==> src/rtl/fft_stim_pkg.sv <==
// Shared types and constants for the FFT stimulus generator.
// Holds the pattern/FSM encodings, run configuration payload and LFSR step.
package fft_stim_pkg;

  localparam int unsigned FRAME_CNT_W = 16;
  localparam int unsigned GAP_CNT_W   = 8;

  // Galois taps for x^32 + x^22 + x^2 + x + 1 in right-shift form
  localparam logic [31:0] LFSR_POLY = 32'h8020_0003;

  typedef enum logic [1:0] {
    IMPULSE0 = 2'd0,
    IMPULSE1 = 2'd1,
    RECT     = 2'd2,
    RANDOM   = 2'd3
  } mode_e;

  typedef enum logic [1:0] {
    IDLE = 2'd0,
    RUN  = 2'd1,
    GAP  = 2'd2,
    DONE = 2'd3
  } state_e;

  typedef struct packed {
    mode_e                  pat;
    logic [FRAME_CNT_W-1:0] frames;
  } run_cfg_t;

  function automatic logic [31:0] lfsr_next(input logic [31:0] s);
    return s[0] ? ((s >> 1) ^ LFSR_POLY) : (s >> 1);
  endfunction

endpackage

==> src/rtl/fft_stim_gen_if.sv <==
// Sample stream between the stimulus generator and its consumer.
interface fft_stim_gen_if #(
  parameter int unsigned DATA_W = 16
) ();

  logic                     out_push;
  logic signed [DATA_W-1:0] out_real;
  logic signed [DATA_W-1:0] out_imag;
  logic                     out_last;
  logic                     out_stall;

  modport master (
    output out_push,
    output out_real,
    output out_imag,
    output out_last,
    input  out_stall
  );

  modport slave (
    input  out_push,
    input  out_real,
    input  out_imag,
    input  out_last,
    output out_stall
  );

endinterface

==> src/rtl/fft_lfsr32.sv <==
// 32-bit Galois LFSR with synchronous seed load and single-step advance.
module fft_lfsr32
  import fft_stim_pkg::*;
#(
  parameter logic [31:0] SEED = 32'h0000_0001
) (
  input  logic        clk,
  input  logic        reset,
  input  logic        load,
  input  logic [31:0] seed,
  input  logic        advance,
  output logic [31:0] state
);

  // load wins over advance so a run always begins from the seed
  always_ff @(posedge clk) begin
    if (reset) begin
      state <= SEED;
    end else if (load) begin
      state <= seed;
    end else if (advance) begin
      state <= lfsr_next(state);
    end
  end

endmodule

==> src/rtl/fft_stim_gen.sv <==
// FFT test-pattern generator: emits frames of impulse, rectangle or LFSR
// samples over a push/stall stream, with inter-frame gaps and run control.
module fft_stim_gen
  import fft_stim_pkg::*;
#(
  parameter int unsigned N_POINTS   = 16,
  parameter int unsigned DATA_W     = 16,
  parameter int unsigned RECT_HALF  = 5,
  parameter int unsigned GAP_CYCLES = 1,
  parameter logic [31:0] LFSR_SEED  = 32'h0000_0001
) (
  input  logic                   clk,
  input  logic                   reset,
  input  logic                   start,
  input  logic                   abort,
  input  logic [1:0]             mode,
  input  logic [FRAME_CNT_W-1:0] num_frames,
  fft_stim_gen_if.master         ob,
  output logic                   busy,
  output logic                   done
);

  localparam int unsigned K_W = $clog2(N_POINTS);
  localparam logic [K_W-1:0]    K_LAST  = K_W'(N_POINTS - 1);
  localparam logic [K_W-1:0]    RECT_LO = K_W'(RECT_HALF);
  localparam logic [K_W-1:0]    RECT_HI = K_W'(N_POINTS - RECT_HALF);
  localparam logic [DATA_W-1:0] MAXV    = {1'b0, {(DATA_W-1){1'b1}}};

  state_e                 state;
  run_cfg_t               cfg;
  logic [K_W-1:0]         k;
  logic [GAP_CNT_W-1:0]   gap_cnt;
  logic                   push_q;
  logic                   last_q;
  logic [DATA_W-1:0]      smp_re_q;
  logic [DATA_W-1:0]      smp_im_q;
  logic [31:0]            lfsr_state;
  logic [31:0]            lfsr_stepped;
  logic [K_W-1:0]         k_inc;
  logic                   xfer;
  logic                   start_ok;

  // Sample value for pattern m at index k, given the LFSR state for that sample
  function automatic logic [2*DATA_W-1:0] gen_sample(input mode_e          m,
                                                     input logic [K_W-1:0] kk,
                                                     input logic [31:0]    s);
    logic [DATA_W-1:0] re;
    logic [DATA_W-1:0] im;
    re = '0;
    im = '0;
    case (m)
      IMPULSE0: if (kk == '0) re = MAXV;
      IMPULSE1: if (kk == K_W'(1)) re = MAXV;
      RECT:     if ((kk <= RECT_LO) || (kk >= RECT_HI)) re = MAXV;
      RANDOM: begin
        re = s[DATA_W-1:0];
        im = s[16+DATA_W-1:16];
      end
      default: re = '0;
    endcase
    return {im, re};
  endfunction

  assign xfer         = (state == RUN) && push_q && !ob.out_stall;
  assign start_ok     = (state == IDLE) && start && !abort;
  assign k_inc        = k + K_W'(1);
  assign lfsr_stepped = lfsr_next(lfsr_state);

  fft_lfsr32 #(
    .SEED (LFSR_SEED)
  ) u_lfsr (
    .clk     (clk),
    .reset   (reset),
    .load    (start_ok),
    .seed    (LFSR_SEED),
    .advance (xfer),
    .state   (lfsr_state)
  );

  // Run-control FSM; stream registers only change on start, transfer or gap exit
  always_ff @(posedge clk) begin
    if (reset) begin
      state    <= IDLE;
      cfg      <= '0;
      k        <= '0;
      gap_cnt  <= '0;
      push_q   <= 1'b0;
      last_q   <= 1'b0;
      smp_re_q <= '0;
      smp_im_q <= '0;
      busy     <= 1'b0;
      done     <= 1'b0;
    end else begin
      done <= 1'b0;
      case (state)
        IDLE: begin
          if (start_ok) begin
            state                <= RUN;
            cfg                  <= '{pat: mode_e'(mode), frames: num_frames};
            k                    <= '0;
            {smp_im_q, smp_re_q} <= gen_sample(mode_e'(mode), '0, LFSR_SEED);
            push_q               <= 1'b1;
            last_q               <= 1'b0;
            busy                 <= 1'b1;
          end
        end

        RUN: begin
          if (abort) begin
            state    <= IDLE;
            k        <= '0;
            push_q   <= 1'b0;
            last_q   <= 1'b0;
            smp_re_q <= '0;
            smp_im_q <= '0;
            busy     <= 1'b0;
          end else if (xfer) begin
            k <= k_inc;
            if (k == K_LAST) begin
              // frames == 0 means continuous: never counts down, never finishes
              if (cfg.frames != '0) cfg.frames <= cfg.frames - 16'd1;
              if (cfg.frames == 16'd1) begin
                state    <= DONE;
                done     <= 1'b1;
                push_q   <= 1'b0;
                last_q   <= 1'b0;
                smp_re_q <= '0;
                smp_im_q <= '0;
              end else if (GAP_CYCLES == 0) begin
                {smp_im_q, smp_re_q} <= gen_sample(cfg.pat, k_inc, lfsr_stepped);
                last_q               <= 1'b0;
              end else begin
                state    <= GAP;
                gap_cnt  <= GAP_CNT_W'(GAP_CYCLES) - 8'd1;
                push_q   <= 1'b0;
                last_q   <= 1'b0;
                smp_re_q <= '0;
                smp_im_q <= '0;
              end
            end else begin
              {smp_im_q, smp_re_q} <= gen_sample(cfg.pat, k_inc, lfsr_stepped);
              last_q               <= (k_inc == K_LAST);
            end
          end
        end

        GAP: begin
          if (abort) begin
            state  <= IDLE;
            k      <= '0;
            busy   <= 1'b0;
          end else if (gap_cnt == '0) begin
            // LFSR already stepped on the previous frame's last transfer
            state                <= RUN;
            push_q               <= 1'b1;
            last_q               <= 1'b0;
            {smp_im_q, smp_re_q} <= gen_sample(cfg.pat, k, lfsr_state);
          end else begin
            gap_cnt <= gap_cnt - 8'd1;
          end
        end

        DONE: begin
          state <= IDLE;
          busy  <= 1'b0;
        end

        default: begin
          state  <= IDLE;
          push_q <= 1'b0;
          busy   <= 1'b0;
        end
      endcase
    end
  end

  assign ob.out_push = push_q;
  assign ob.out_real = smp_re_q;
  assign ob.out_imag = smp_im_q;
  assign ob.out_last = last_q;

endmodule
==> src/flat_wrapper.sv <==
// flat-port wrapper written by rule: the top's interface ports become plain ports
module fft_stim_gen_flat import fft_stim_pkg::*;
#(
  parameter int unsigned N_POINTS   = 16,
  parameter int unsigned DATA_W     = 16,
  parameter int unsigned RECT_HALF  = 5,
  parameter int unsigned GAP_CYCLES = 1,
  parameter logic [31:0] LFSR_SEED  = 32'h0000_0001
)
  (clk, reset, start, abort, mode, num_frames, busy, done, ob_out_push, ob_out_real, ob_out_imag, ob_out_last, ob_out_stall);
  fft_stim_gen_if #(.DATA_W(DATA_W)) ob_i ();
  input  logic clk;
  input  logic reset;
  input  logic start;
  input  logic abort;
  input  logic [1:0] mode;
  input  logic [FRAME_CNT_W-1:0] num_frames;
  output logic busy;
  output logic done;
  output wire logic [$bits(ob_i.out_push)-1:0] ob_out_push;
  output wire logic [$bits(ob_i.out_real)-1:0] ob_out_real;
  output wire logic [$bits(ob_i.out_imag)-1:0] ob_out_imag;
  output wire logic [$bits(ob_i.out_last)-1:0] ob_out_last;
  input wire logic [$bits(ob_i.out_stall)-1:0] ob_out_stall;
  assign ob_out_push = ob_i.out_push;
  assign ob_out_real = ob_i.out_real;
  assign ob_out_imag = ob_i.out_imag;
  assign ob_out_last = ob_i.out_last;
  assign ob_i.out_stall = ob_out_stall;
  fft_stim_gen #(.N_POINTS(N_POINTS), .DATA_W(DATA_W), .RECT_HALF(RECT_HALF), .GAP_CYCLES(GAP_CYCLES), .LFSR_SEED(LFSR_SEED)) u_core (.clk(clk), .reset(reset), .start(start), .abort(abort), .mode(mode), .num_frames(num_frames), .ob(ob_i), .busy(busy), .done(done));
endmodule
==> config.mk <==
export PLATFORM = sky130hd
export DESIGN_NAME = fft_stim_gen_flat
export DESIGN_NICKNAME = d
export VERILOG_FILES = /design/src/rtl/fft_stim_pkg.sv /design/src/rtl/fft_stim_gen_if.sv /design/src/rtl/fft_lfsr32.sv /design/src/rtl/fft_stim_gen.sv /design/src/flat_wrapper.sv
export SDC_FILE = /design/constraint.sdc
export NUM_CORES = 1
export LEC_CHECK = 0
export CAP_MARGIN = 20
export CORE_ASPECT_RATIO = 1.4
export CORE_MARGIN = 4
export CORE_UTILIZATION = 50
export DETAILED_ROUTE_END_ITERATION = 7
export PLACE_DENSITY = 0.72
export SYNTH_ARGS = -nofsm -noshare
export SYNTH_HDL_FRONTEND = slang
export SYNTH_SLANG_ARGS = --single-unit
==> constraint.sdc <==
create_clock -name clk -period 2.3 [get_ports clk]
set_input_delay 0.46 -clock clk [delete_from_list [all_inputs] [get_ports clk]]
set_output_delay 0.46 -clock clk [all_outputs]
set_load 0.05 [all_outputs]
==> results by stage <==
Outcome:
- The flow ran to the end, and the final reports show no timing, DRC or antenna violations.

Setup path:
- In this run the critical register-to-register path is launched from u_core.k[0].
- The top fanout value on the critical path is 10.
- STA classifies the critical path startpoint as a flip-flop.
- Data on the critical path arrives at its endpoint at 2440 ps.
- The worst setup path is captured at a flip-flop.
- In this run the worst setup path begins at u_core.k[0].
- The data required time of the worst path is 2500 ps.
- The critical path is of the reg2reg type.

Clock tree:
- The clock net sink count is 100.
- The H-tree was split into 3 levels.
- The later-pin clock latency in the skew report is 350 ps.
- The CTS tree is yes.
- The clock buffer count from CTS is 9.
- No sink is reached through more buffers than the 2 on the longest clock path.
- The number of buffers inserted by post-CTS setup repair is 0.
- The hold buffer count at cts is 0.
- After clock tree synthesis, the clock-pin slew on the worst setup and hold paths is 80 ps.
- Clock tree synthesis selected as its root buffer the cell sky130_fd_sc_hd__clkbuf_16.

Power:
- The cell-internal power is 3.318 mW.
- For this design the total switching power over the nets is 1.778 mW.
- The clock group share of total power is 32.0%.
- The power density normalized to cell area is 785.0 mW/mm2.
- After layout, the design draws a total of 5.097 mW.
- Combinational cells account for 29.9% of the total power.
- The sequential fraction of design power is 38.1%.
- The peak supply drop is 537.5 uV.
- The static leakage is 2.232 nW.
- Net switching is 34.89% of the power.

Detailed routing:
- For this run, design rule violations remaining after detail routing come to 0.
- In the routed layout, each cell is associated on average with a via count of 6.070.
- The average wire per standard cell is 16.90 um.
- The number of iterations in the first detailed-routing pass is 5.
- The final route contains 5,214 vias.
- The final antenna-violating net count is 0.
- The total length of routed wires is 14.52 mm.
- The violation count after the first detailed-routing iteration is 320.

Die:
- The total die area is 0.01223 mm2.
- The initial core utilization is 51.01%.
- In this run the core area contains 44 standard-cell rows.
- For this design the top-level I/O count stands at 59.
- The floorplan step defined a core boundary enclosing 0.01029 mm2.
- From left edge to right edge, the die measures 94.62 um.
- The die is 129.3 um tall.

Synthesis:
- After synthesis, flip-flops and latches occupy 38.12% of the total area.
- Among all flip-flop cells after synthesis, the most frequent one is sky130_fd_sc_hd__dfxtp_1.
- The number of different library cells in the post-synthesis netlist is 76.
- Yosys printed 0 warnings.
- Counting flops and latches in the post-synthesis netlist gives 100.
- After synthesis, the mean cell area works out to 7.981 um2.
- The portion of synthesized cell area occupied by the leading cell type is 38.12%.
- By area the synthesized netlist is led by sky130_fd_sc_hd__dfxtp_1 (38%), sky130_fd_sc_hd__a21oi_1 (7.6%), sky130_fd_sc_hd__nand2_1 (7.4%).
- The fraction of registers with async set/reset is 0%.
- The cell count after synthesis came out at 658.
- The mapped netlist covers 0.005251 mm2.
- The biggest area contributor in the post-synthesis netlist is sky130_fd_sc_hd__dfxtp_1.
- The number of enable-type register cells in the synthesized netlist is 0.
- The net count after synthesis is 695.

Cells and area:
- 0 antenna diodes ended up in the layout.
- Across the whole layout, storage elements account for 0.002002 mm2.
- The multi-input combinational cell area is 0.002940 mm2.
- The post-route netlist has 11.51% of its cells at a drive strength greater than 1.
- The final net count is 753.
- The area growth from synthesis to final layout is 23.64%.
- The finished cells cover 0.006492 mm2.
- After filler insertion, the fill cell instance count of the layout stands at 903.

STA:
- Derived from the worst setup path, the maximum achievable clock frequency is 446.1 MHz.
- Adding up every negative setup slack in the final design gives 0 ps.
- Setup repair after global routing left no endpoint under its margin.
- The worst setup margin is 58.47 ps.
- The number of failing setup endpoints in the final timing report is 0.
- The worst clock skew is 10.31 ps.
- Measured against its own limit, the worst slew margin works out to 41.25%.
- The total count of max-transition violations in the final report was 0.
- After layout, the minimum clock period comes to 2242 ps.
- The worst path uses 97.46% of the clock period.
- The pin slew with the least headroom to its limit is 878.1 ps.
- The number of hold violations in the final report is 0.

GRT:
- The number of antenna violations at the first check in global routing is 0.
- The via count of the first global-routing pass is 5,111.
- The global-route usage over all layers is 23.76%.
- After global routing the overflow that remains totals 0.
- The global-route wire length before repair is 23.63 mm.
- The pin count of the biggest net entering global routing is 54.

Hold path:
- The worst hold path begins at u_core.ob.out_imag[7].
- The kind of path behind the tightest hold check is reg2reg.

Placed design:
- Detailed placement ended at an HPWL of 10.11 mm.
- The weighted congestion reported at the end of routability-driven placement is 0.9146.
- The total cell area at the placement stage is 0.006151 mm2.
- The count of buffers added on input and output ports is 58.
- The pre-CTS worst setup slack is -95.45 ps.

Run:
- Max-cap violations in this run came to 0.
final cells by class:
type / instances / area share [%]
Inverter: 21 / 1.214
Multi-Input combinational cell: 482 / 45.29
Timing Repair Buffer: 102 / 14.92
Sequential cell: 100 / 30.83
Clock inverter: 7 / 1.619
Tap cell: 138 / 2.659
Clock buffer: 9 / 3.469
metal layers:
layer | GRT usage [%] | vias up | part of all wire, %
li1 | - | 2505 | -
met1 | 27.56 | 2483 | 41
met2 | 41.94 | 191 | 51
met3 | 3.891 | 35 | 5.1
met4 | 11.55 | 0 | 2.7
met5 | 0 | - | 0
metrics by stage:
step | hold WS (ps) | instances | util (%)
after floorplan | 433.8 | 658 | -
final | 455.6 | 859 | 63.07
after CTS | 459.4 | 859 | 62.96
after detailed placement | 444.4 | 843 | 59.75
after global placement | 443.6 | 843 | 59.75
after global routing | 479.4 | 859 | 63.07
logic make-up after synthesis:
group	share of synthesized area, %
compound gates	27.81
xor+xnor	0.6671
fa+ha+maj	3.336
buf+inv	6.099
flops	38.12
mux	1.144
simple gates	22.83
critical path, stage by stage, from the launching register on:
cell and delay (ps):
sky130_fd_sc_hd__dfxtp_1 320, sky130_fd_sc_hd__ha_1 320, sky130_fd_sc_hd__or3b_2 510, sky130_fd_sc_hd__o41ai_1 90, sky130_fd_sc_hd__o22ai_1 220, sky130_fd_sc_hd__o311ai_0 480, sky130_fd_sc_hd__a31oi_1 170
timing repair:
action | 4_1_cts | 5_1_grt
resized for setup | 0 | 3
hold endpoints to repair | 0 | 0
endpoints found under the setup margin | 0 | 15
flip-flops by register name (all words and copies together) (netlist names):
signal and flops:
u_core.u_lfsr.state 32, u_core.cfg 18, u_core.ob.out_imag 16, u_core.ob.out_real 16, u_core.gap_cnt 8, u_core.k 4
u_core.state 2, u_core.busy 1, u_core.done 1, u_core.ob.out_last 1, u_core.ob.out_push 1
cells in the mapped netlist (3+ instances only):
cell type,number
sky130_fd_sc_hd__nor3_1,20
sky130_fd_sc_hd__o41ai_1,4
sky130_fd_sc_hd__a22oi_1,4
sky130_fd_sc_hd__nor2b_1,3
sky130_fd_sc_hd__nand4_1,8
sky130_fd_sc_hd__a31oi_1,17
sky130_fd_sc_hd__buf_4,3
sky130_fd_sc_hd__o21ai_1,6
sky130_fd_sc_hd__or3_1,5
sky130_fd_sc_hd__a32oi_1,14
sky130_fd_sc_hd__nand3b_1,3
sky130_fd_sc_hd__nor2_1,34
sky130_fd_sc_hd__o21ai_0,28
sky130_fd_sc_hd__o32ai_1,8
sky130_fd_sc_hd__and2_1,4
sky130_fd_sc_hd__a21boi_0,3
sky130_fd_sc_hd__ha_1,14
sky130_fd_sc_hd__or2_2,4
sky130_fd_sc_hd__xor2_1,4
sky130_fd_sc_hd__buf_2,13
sky130_fd_sc_hd__nand2b_1,7
sky130_fd_sc_hd__nand3_1,26
sky130_fd_sc_hd__inv_1,19
sky130_fd_sc_hd__dfxtp_1,100
sky130_fd_sc_hd__mux2i_1,6
sky130_fd_sc_hd__nand2_1,104
sky130_fd_sc_hd__clkbuf_1,37
sky130_fd_sc_hd__and3_1,3
sky130_fd_sc_hd__a22o_1,17
sky130_fd_sc_hd__a21oi_1,80
cell usage in the layout (no fill, tap or decap), types with 3 or more instances in the layout:
master / n
sky130_fd_sc_hd__clkinv_8: 3
sky130_fd_sc_hd__and2_1: 4
sky130_fd_sc_hd__a31oi_1: 17
sky130_fd_sc_hd__nor2b_1: 3
sky130_fd_sc_hd__nand2_1: 104
sky130_fd_sc_hd__o21ai_1: 6
sky130_fd_sc_hd__ha_1: 14
sky130_fd_sc_hd__a21boi_0: 3
sky130_fd_sc_hd__inv_1: 19
sky130_fd_sc_hd__buf_12: 5
sky130_fd_sc_hd__xor2_1: 4
sky130_fd_sc_hd__a32oi_1: 14
sky130_fd_sc_hd__o21ai_0: 28
sky130_fd_sc_hd__o32ai_1: 8
sky130_fd_sc_hd__nand3_1: 26
sky130_fd_sc_hd__nand4_1: 8
sky130_fd_sc_hd__nand3b_1: 3
sky130_fd_sc_hd__mux2i_1: 6
sky130_fd_sc_hd__dfxtp_1: 100
sky130_fd_sc_hd__clkdlybuf4s50_1: 57
sky130_fd_sc_hd__and3_1: 3
sky130_fd_sc_hd__a22o_1: 17
sky130_fd_sc_hd__nor2_1: 34
sky130_fd_sc_hd__or2_2: 4
sky130_fd_sc_hd__nor3_1: 20
sky130_fd_sc_hd__clkbuf_16: 9
sky130_fd_sc_hd__nand2b_1: 7
sky130_fd_sc_hd__or3_1: 5
sky130_fd_sc_hd__buf_4: 39
sky130_fd_sc_hd__o41ai_1: 4
sky130_fd_sc_hd__a22oi_1: 4
sky130_fd_sc_hd__a21oi_1: 80
power groups by stage:
stage	sequential (mW)	clock (mW)	combinational (mW)
after floorplan	2.15	0	0.808
after global placement	1.97	0	1.47
after detailed placement	1.97	0	1.50
after CTS	1.93	1.65	1.51
after global routing	1.95	1.72	1.64
final	1.94	1.63	1.52
final timing paths:
path,endpoint,slack [ps],cells after the start
setup reg to reg,u_core.ob.out_real[0],60,6
hold / removal,u_core.ob.out_imag[7],460,2
setup / recovery,u_core.ob.out_real[0],60,6
hold reg to reg,u_core.ob.out_imag[7],460,2
Note: power is estimated with default switching activity, not from simulation.
